===== config.mk =====
export PLATFORM = sky130hd
export DESIGN_NAME = lsu
export DESIGN_NICKNAME = d
export VERILOG_FILES = /design/src/rtl/lsu_pkg.sv /design/src/rtl/lsu_align.sv /design/src/rtl/lsu.sv
export SDC_FILE = /design/constraint.sdc
export NUM_CORES = 1
export LEC_CHECK = 0
export ABC_AREA = 0
export CAP_MARGIN = 20
export CORE_UTILIZATION = 35
export DETAILED_ROUTE_END_ITERATION = 10
export GPL_ROUTABILITY_DRIVEN = 0
export PLACE_DENSITY_LB_ADDON = 0.1
export SLEW_MARGIN = 10
export SYNTH_ARGS = -nofsm -noshare
export SYNTH_HDL_FRONTEND = slang
export SYNTH_SLANG_ARGS = --single-unit

===== constraint.sdc =====
create_clock -name clk -period 4.71 [get_ports clk]
set_clock_uncertainty 0.1 [all_clocks]
set_input_delay 0.942 -clock clk [delete_from_list [all_inputs] [get_ports clk]]
set_output_delay 0.942 -clock clk [all_outputs]
set_load 0.005 [all_outputs]

===== src/rtl/lsu_pkg.sv =====
// lsu_pkg -- shared types and constants for the load/store unit.
//   ADDR_LINE    : width of the data-memory word address
//   D_SIZE       : data width (only 32 is supported)
//   lsu_op_t     : {is_store, is_unsigned, size[1:0]} request opcode
//   SIZE_*       : access-size encodings
//   lsu_state_t  : unit sequencing states
//   is_misaligned: rejects sizes/lane offsets the memory port cannot serve
package lsu_pkg;

    localparam int ADDR_LINE = 10;
    localparam int D_SIZE    = 32;

    localparam logic [1:0] SIZE_BYTE = 2'b00;
    localparam logic [1:0] SIZE_HALF = 2'b01;
    localparam logic [1:0] SIZE_WORD = 2'b10;
    localparam logic [1:0] SIZE_RSVD = 2'b11;

    typedef struct packed {
        logic       is_store;
        logic       is_unsigned;
        logic [1:0] size;
    } lsu_op_t;

    typedef enum logic [1:0] {
        IDLE = 2'd0,
        RD   = 2'd1,
        CAP  = 2'd2,
        WR   = 2'd3
    } lsu_state_t;

    // The reserved size is folded into the misaligned case so execute only
    // ever sees one kind of rejection.
    function automatic logic is_misaligned(input logic [1:0] size, input logic [1:0] lane);
        logic bad;
        bad = 1'b0;
        case (size)
            SIZE_HALF: bad = lane[0];
            SIZE_WORD: bad = (lane != 2'b00);
            SIZE_RSVD: bad = 1'b1;
            default:   bad = 1'b0;
        endcase
        return bad;
    endfunction

endpackage


===== src/rtl/lsu_align.sv =====
// lsu_align -- combinational lane steering for the load/store unit.
//   size        in  2       access size (byte / half / word)
//   is_unsigned in  1       zero-extend loads instead of sign-extend
//   lane        in  2       byte offset within the word (addr[1:0])
//   word        in  D_SIZE  memory word (read data)
//   wdata       in  D_SIZE  right-aligned store data
//   load_data   out D_SIZE  extracted and extended load value
//   store_data  out D_SIZE  word with the addressed byte/half replaced
module lsu_align #(
    parameter int D_SIZE = 32
) (
    input  logic [1:0]        size,
    input  logic              is_unsigned,
    input  logic [1:0]        lane,
    input  logic [D_SIZE-1:0] word,
    input  logic [D_SIZE-1:0] wdata,
    output logic [D_SIZE-1:0] load_data,
    output logic [D_SIZE-1:0] store_data
);
    import lsu_pkg::*;

    logic [7:0]  word_bytes [4];
    logic [7:0]  sel_byte;
    logic [15:0] sel_half;

    // Little-endian byte lanes of the memory word.
    generate
        for (genvar gi = 0; gi < 4; gi++) begin : g_lane
            assign word_bytes[gi] = word[8*gi +: 8];
        end
    endgenerate

    assign sel_byte = word_bytes[lane];
    assign sel_half = lane[1] ? word[31:16] : word[15:0];

    always_comb begin
        load_data  = word;
        store_data = word;
        case (size)
            SIZE_BYTE: begin
                load_data = {{(D_SIZE-8){~is_unsigned & sel_byte[7]}}, sel_byte};
                store_data[8*lane +: 8] = wdata[7:0];
            end
            SIZE_HALF: begin
                load_data = {{(D_SIZE-16){~is_unsigned & sel_half[15]}}, sel_half};
                store_data[16*lane[1] +: 16] = wdata[15:0];
            end
            SIZE_WORD: begin
                load_data  = word;
                store_data = wdata;
            end
            default: begin
                // Reserved size never reaches the datapath; pass the word through.
                load_data  = word;
                store_data = word;
            end
        endcase
    end

endmodule


===== src/rtl/lsu.sv =====
// lsu -- load/store unit between execute and the data memory.
//   clk          in   1          rising-edge clock
//   reset        in   1          asynchronous active-low reset
//   ex_valid     in   1          request valid from execute
//   ex_ready     out  1          unit can accept (only in IDLE)
//   ex_op        in   4          {is_store, is_unsigned, size}
//   ex_addr      in   32         byte address
//   ex_wdata     in   D_SIZE     right-aligned store data
//   ex_rd        in   5          load destination register
//   rw           out  1          memory write enable (1 = write)
//   addr_in      out  ADDR_LINE  memory word address
//   write_data   out  D_SIZE     memory write data
//   read_data    in   D_SIZE     memory read data (one cycle after address)
//   wb_valid     out  1          one-cycle register-write strobe
//   wb_rd        out  5          writeback register
//   wb_data      out  D_SIZE     load result
//   misalign_err out  1          one-cycle pulse on a rejected request
module lsu #(
    parameter int ADDR_LINE = lsu_pkg::ADDR_LINE,
    parameter int D_SIZE    = lsu_pkg::D_SIZE
) (
    input  logic                 clk,
    input  logic                 reset,
    input  logic                 ex_valid,
    output logic                 ex_ready,
    input  lsu_pkg::lsu_op_t     ex_op,
    input  logic [31:0]          ex_addr,
    input  logic [D_SIZE-1:0]    ex_wdata,
    input  logic [4:0]           ex_rd,
    output logic                 rw,
    output logic [ADDR_LINE-1:0] addr_in,
    output logic [D_SIZE-1:0]    write_data,
    input  logic [D_SIZE-1:0]    read_data,
    output logic                 wb_valid,
    output logic [4:0]           wb_rd,
    output logic [D_SIZE-1:0]    wb_data,
    output logic                 misalign_err
);
    import lsu_pkg::*;

    lsu_state_t           state_reg, state_next;
    lsu_op_t              op_reg;
    logic [1:0]           lane_reg;
    logic [ADDR_LINE-1:0] waddr_reg;
    logic [D_SIZE-1:0]    wdata_reg;
    logic [4:0]           rd_reg;
    logic [D_SIZE-1:0]    write_data_reg;
    logic                 wb_valid_reg;
    logic [4:0]           wb_rd_reg;
    logic [D_SIZE-1:0]    wb_data_reg;
    logic                 misalign_reg;

    logic                 accept;
    logic                 req_bad;
    logic                 req_word_store;
    logic [D_SIZE-1:0]    load_ext;
    logic [D_SIZE-1:0]    store_merged;

    // Upper address bits are intentionally dropped so addresses wrap.
    logic unused_addr_bits;
    assign unused_addr_bits = ^ex_addr[31:ADDR_LINE+2];

    assign accept         = ex_valid && (state_reg == IDLE);
    assign req_bad        = is_misaligned(ex_op.size, ex_addr[1:0]);
    assign req_word_store = ex_op.is_store && (ex_op.size == SIZE_WORD);

    lsu_align #(.D_SIZE(D_SIZE)) u_align (
        .size        (op_reg.size),
        .is_unsigned (op_reg.is_unsigned),
        .lane        (lane_reg),
        .word        (read_data),
        .wdata       (wdata_reg),
        .load_data   (load_ext),
        .store_data  (store_merged)
    );

    always_ff @(posedge clk or negedge reset) begin
        if (!reset) begin
            state_reg <= IDLE;
        end else begin
            state_reg <= state_next;
        end
    end

    always_comb begin
        state_next = state_reg;
        ex_ready   = 1'b0;
        rw         = 1'b0;
        case (state_reg)
            IDLE: begin
                ex_ready = 1'b1;
                // Full-word stores need no read; everything else reads first.
                if (accept && !req_bad) begin
                    state_next = req_word_store ? WR : RD;
                end
            end
            RD:  state_next = CAP;
            CAP: state_next = op_reg.is_store ? WR : IDLE;
            WR: begin
                rw         = 1'b1;
                state_next = IDLE;
            end
            default: state_next = IDLE;
        endcase
    end

    always_ff @(posedge clk or negedge reset) begin
        if (!reset) begin
            op_reg         <= '0;
            lane_reg       <= '0;
            waddr_reg      <= '0;
            wdata_reg      <= '0;
            rd_reg         <= '0;
            write_data_reg <= '0;
            wb_valid_reg   <= 1'b0;
            wb_rd_reg      <= '0;
            wb_data_reg    <= '0;
            misalign_reg   <= 1'b0;
        end else begin
            misalign_reg <= 1'b0;
            wb_valid_reg <= 1'b0;
            if (accept) begin
                op_reg       <= ex_op;
                lane_reg     <= ex_addr[1:0];
                wdata_reg    <= ex_wdata;
                rd_reg       <= ex_rd;
                misalign_reg <= req_bad;
                if (!req_bad) begin
                    waddr_reg <= ex_addr[ADDR_LINE+1:2];
                    if (req_word_store) begin
                        write_data_reg <= ex_wdata;
                    end
                end
            end
            if (state_reg == CAP) begin
                if (op_reg.is_store) begin
                    write_data_reg <= store_merged;
                end else begin
                    // Writes to x0 still read memory but never strobe writeback.
                    wb_valid_reg <= (rd_reg != 5'd0);
                    wb_rd_reg    <= rd_reg;
                    wb_data_reg  <= load_ext;
                end
            end
        end
    end

    assign addr_in      = waddr_reg;
    assign write_data   = write_data_reg;
    assign wb_valid     = wb_valid_reg;
    assign wb_rd        = wb_rd_reg;
    assign wb_data      = wb_data_reg;
    assign misalign_err = misalign_reg;

endmodule


==> out/results.txt, run 1 <==
status: complete, no violations
DRC: 0
Slew Limit Fails: 0
cells along the critical path: buf_4 -> inv_1 -> ha_1 -> or4b_1 -> o22ai_2 -> a21oi_1 -> a31oi_1
Starting Density: 35.94%
sequential power share: 33.0%
Stages on worst setup path: 7
switching share of power: 34.61%
Post-Synth Simple-Gate Area: 15.49%
gr ovfl total: 0
First DRT Iteration DRCs: 474
Die Y: 138.1 microns
Tmin final: 2.739 ns
clock latency on the worst-skew pair: 0.41 ns
hold path depth: 2
Yosys top cell area share: 48.67%
met1 usage: 31.79%
Mapped Nets: 736
Setup CP Type: register to register
TritonCTS clock tree: yes
count leader, synth: nand2_1
top cells by area, synth: dfrtp_1, mux2_2, nand2_1
worst-case reg-to-reg path depth: 7
setup tns final: 0 ns
Clock power frac: 23.9%
Critical Path End Type: register
drt first pass iters: 5
Post-synth EDFFs: 0
largest net degree at the start of global routing: 70
Crit-path slowest cell: or4b_1
top post-synthesis cells by count: nand2_1, dfrtp_1, mux2_2
CP Buf/Inv Count: 2
IO Port Bufs: 170
DP Wirelength: 14230 microns
max_slew headroom: 32.35%
DR vias/cell: 5.428
DIE WIDTH: 138.1 microns
# setup viols final: 0
post-synthesis cell type count: 53
Synth Area in XOR/XNOR: 0%
final core occ: 49.76%
CTS Buf Count: 17
Worst EP required: 4.94 ns
total core area: 18020 sq um
combinational cell fraction of total power: 43.0%
flops & latches, synth: 126
Placed Instances: 986
Pint: 4.014 mW
leading area contributor after synthesis: dfrtp_1
routed len/inst: 20.21 microns
largest family of logic cells by synthesized area: compound AO/OA/AOI/OAI gates
io pins: 191
yosys warns: 0
setup repair bufs after CTS: 0
P per Cell Area: 684.3 nW/um^2
n_diodes: 0
fraction of layout cells with a size suffix above 1: 17.62%
initial antenna violation count: 0
Max IR drop VDD: 0.3489 mV
grt peak-use layer: met2
f_max: 365.2 MHz
post-synthesis mux area share: 13.69%
remaining antenna violation count: 0
detailed-route wire length: 20580 microns
worst stage delay on the critical path: 0.77 ns
die area: 19060 sq um
row cnt: 49
CTS H-tree lvls: 4
asr flop ratio synth: 100.0%
GRT Total Usage: 22.26%
Mapped Cells: 623
adder-cell share of the synthesized area: 0.9656%
Tcrit/Tclk final: 58.14%
HP Class: register to register
MaxCap Viol Count: 0
Slew @ Worst Pin: 1.013 ns
global routing met2 resource utilization: 34.26%
Syn Std Cell Area: 6479 sq um
final hold viol count: 0
critical path's top delay family: simple AND/OR/NAND/NOR gates
global-route wire length before repair: 33130 microns
CTS sink cnt: 126
hold-fix buffer count after cts: 0
Area Growth Syn to Fin: 38.45%
top_reg_cell synth: dfrtp_1
clock buffer depth: 2
RSZ-0062 raised after global routing: no
compound-cell area share of the yosys netlist: 16.49%
met3 GRT Util: 3.879%
synthesized area per cell: 10.40 sq um
CTS root buf: clkbuf_16
LEAKAGE: 3.665 nW
vias in the first global route: 5697
nets: 889
sequential-to-total area share from yosys stat: 48.67%
CP arrival: 2.97 ns
Final Non-Filler Cells: 1018
R2R Setup Slk: 1.97 ns
CP Max Fanout: 28
# resized after CTS: 0
FILL cells: 1640
CTS clk-pin slew, worst paths: 0.06 ns
Worst setup SP type: register
vias: 5526
P_sw: 2.124 mW
Hold WS: 0.3724 ns
==> power by group through the flow <==
| stage | clock network [mW] | logic, mW | registers, mW |
|---|---|---|---|
| 4_1_cts | 1.49 | 2.66 | 2.03 |
| 3_5_place_dp | 0 | 2.64 | 2.05 |
| 5_1_grt | 1.54 | 2.88 | 2.11 |
| 3_3_place_gp | 0 | 2.59 | 2.02 |
| 2_1_floorplan | 0 | 1.52 | 1.95 |
| 6_report | 1.47 | 2.64 | 2.03 |
==> metrics by stage <==
stage	power [mW]	area (sq um)	setup WS (ns)
after global routing	6.531	8970	1.804
after CTS	6.179	8970	1.968
after detailed placement	4.687	8312	1.585
final	6.138	8970	1.971
after floorplan	3.468	6479	2.458
after global placement	4.615	8304	1.606
==> final timing paths <==
check / from / end
worst max-delay path: lane_reg[1] / write_data[24]
worst min-delay path: wb_rd[4] / wb_rd[4]
worst max register to register: lane_reg[1] / write_data[24]
worst min register to register: wb_rd[4] / wb_rd[4]
max in group asynchronous: reset / lane_reg[0]
min in group asynchronous: reset / addr_in[4]
==> cell families (layout without fill, tap and decap cells) <==
kind of cell	Yosys count	in the layout
AO/OA/AOI/OAI	136	136
adder cells (fa/ha/maj)	5	5
buffers and inverters	59	225
flip-flops	126	126
multiplexers	79	79
AND/OR/NAND/NOR	218	218
==> routing by layer <==
layer	wire, microns	share of wire (%)
met1	9669	47
met2	9519	46
met5	0	0
met3	1076	5.2
met4	312	1.5
==> tightest hold or removal path, stage by stage, from the launching register on <==
cell,delay (ns)
dfrtp_1,0.34
nand2_1,0.05
nand2_1,0.06
==> final cells by class <==
cell class / count / area (sq um) / share of cell area, %
sequential: 126 / 3153 / 35.15
multi-input combinational: 438 / 3033 / 33.81
timing repair buffer: 181 / 1794 / 20.00
clock buffer: 22 / 474.2 / 5.287
tap: 229 / 286.5 / 3.194
clock inverter: 10 / 183.9 / 2.050
inverter: 12 / 45.04 / 0.5022
==> placed cells by master, fill, tap and decap left out, types with 11 or more instances in the layout <==
cell             count
a32oi_1             18
nand2_1            143
a21oi_1             17
a31oi_1             14
clkbuf_16           17
clkdlybuf4s50_1    169
nand3_1             32
mux2_2              77
a221oi_1            21
inv_1               12
buf_4               11
o21ai_0             21
dfrtp_1            126
Note: power is estimated with default switching activity, not from simulation.
==> run 2: changes to the inputs <==
clock period = 2.4 ns   (was 4.71 ns; I/O delays follow)
==> out/results.txt, run 2 (synthesized netlist as in run 1, its figures left out) <==
n_diodes: 0
Worst setup SP type: register
row cnt: 49
vias: 5684
r2r startpoint: lane_reg[1]
IO Port Bufs: 170
detailed-route wire length: 21000 microns
final core occ: 50.44%
max_slew headroom: 31.28%
TritonCTS clock tree: yes
largest net degree at the start of global routing: 127
commonest non-fill, non-tap cell in the layout: clkdlybuf4s50_1
CTS H-tree lvls: 4
DR vias/cell: 5.497
GRT Total Usage: 22.37%
status: complete, but fails checks
commonest non-fill, non-tap cells in the layout: clkdlybuf4s50_1, nand2_1, dfrtp_1, mux2_2, nand3_1
DP Wirelength: 14930 microns
vias in the first global route: 5572
Pwr Total: 11.97 mW
Starting Density: 35.94%
Slew @ Worst Pin: 1.029 ns
Placement Cell Area: 8509 sq um
Slew Limit Fails: 0
failing checks: hold timing
Area Growth Syn to Fin: 40.34%
clock buffer depth: 2
HP Class: input port to async pin
setup tns final: 0 ns
fraction of layout cells with a size suffix above 1: 19.25%
worst slack at placement: 0.04270 ns
final hold viol count: 3
RSZ-0062 raised after global routing: no
Worst Setup Slack, final: 0.1833 ns
design area: 9092 sq um
Hold WS: -0.01543 ns
Tcrit/Tclk final: 92.36%
MaxCap Viol Count: 0
Tmin final: 2.217 ns
total core area: 18020 sq um
die area: 19060 sq um
remaining antenna violation count: 0
drt first pass iters: 5
CTS root buf: clkbuf_16
DIE WIDTH: 138.1 microns
DRC: 0
CTS sink cnt: 126
clock latency on the worst-skew pair: 0.42 ns
Final Non-Filler Cells: 1034
# setup viols final: 0
CP Max Fanout: 9
crit path launch: lane_reg[1]
CP arrival: 2.45 ns
initial antenna violation count: 0
Placed Instances: 1004
f_max: 451.1 MHz
Setup CP Type: register to register
CTS Buf Count: 17
P per Cell Area: 1316 nW/um^2
Max IR drop VDD: 0.6949 mV
Worst EP required: 2.63 ns
Critical Path End Type: register
routed len/inst: 20.31 microns
nets: 907
LEAKAGE: 3.753 nW
CTS clk-pin slew, worst paths: 0.05 ns
io pins: 191
global-route wire length before repair: 33160 microns
First DRT Iteration DRCs: 447
gr ovfl total: 0
Die Y: 138.1 microns
run 2: power by group:
part	switching, mW	internal, mW
Clock	0.914	1.67
Sequential	0.821	3.19
Combinational	2.45	2.93
run 2: cell type report:
cell class                 instances  area, sq um
clock inverter                     8        115.1
fill                            1647         8932
multi-input combinational        438         3037
inverter                          12        45.04
tap                              229        286.5
timing repair buffer             199         1992
sequential                       126         3153
clock buffer                      22        464.2
run 2: final timing paths:
| check | to | slack (ns) | cells past startpoint |
|---|---|---|---|
| min in group clk | wb_rd[1] | 0.37 | 2 |
| min | addr_in[4] | -0.02 | 2 |
| min reg2reg | wb_rd[1] | 0.37 | 2 |
| max in group asynchronous | write_data[14] | 1.56 | 2 |
| max reg2reg | write_data[24] | 0.18 | 6 |
| max | write_data[24] | 0.18 | 6 |
run 2: timing repair:
| action | in CTS | in global routing |
|---|---|---|
| hold buffers | 0 | 0 |
| setup buffers | 0 | 0 |
| resized for setup | 0 | 1 |
| setup endpoints to repair | 0 | 8 |
run 2: routing by layer:
layer  vias to the layer above  part of all wire, %  global-route usage, %
met3                        16                  5.4                  4.780
li1                       2632                    -                      -
met4                         0                  1.1                  5.321
met1                      2841                   47                  32.71
met5                         -                    0                      0
met2                       195                   47                  33.63
run 2: worst max-delay path, stage by stage, from the launching register on:
cell     delay [ns]
dfrtp_1        0.37
inv_1          0.24
ha_1           0.33
or4b_4         0.63
o22ai_2        0.15
a21oi_1        0.11
a31oi_1        0.20
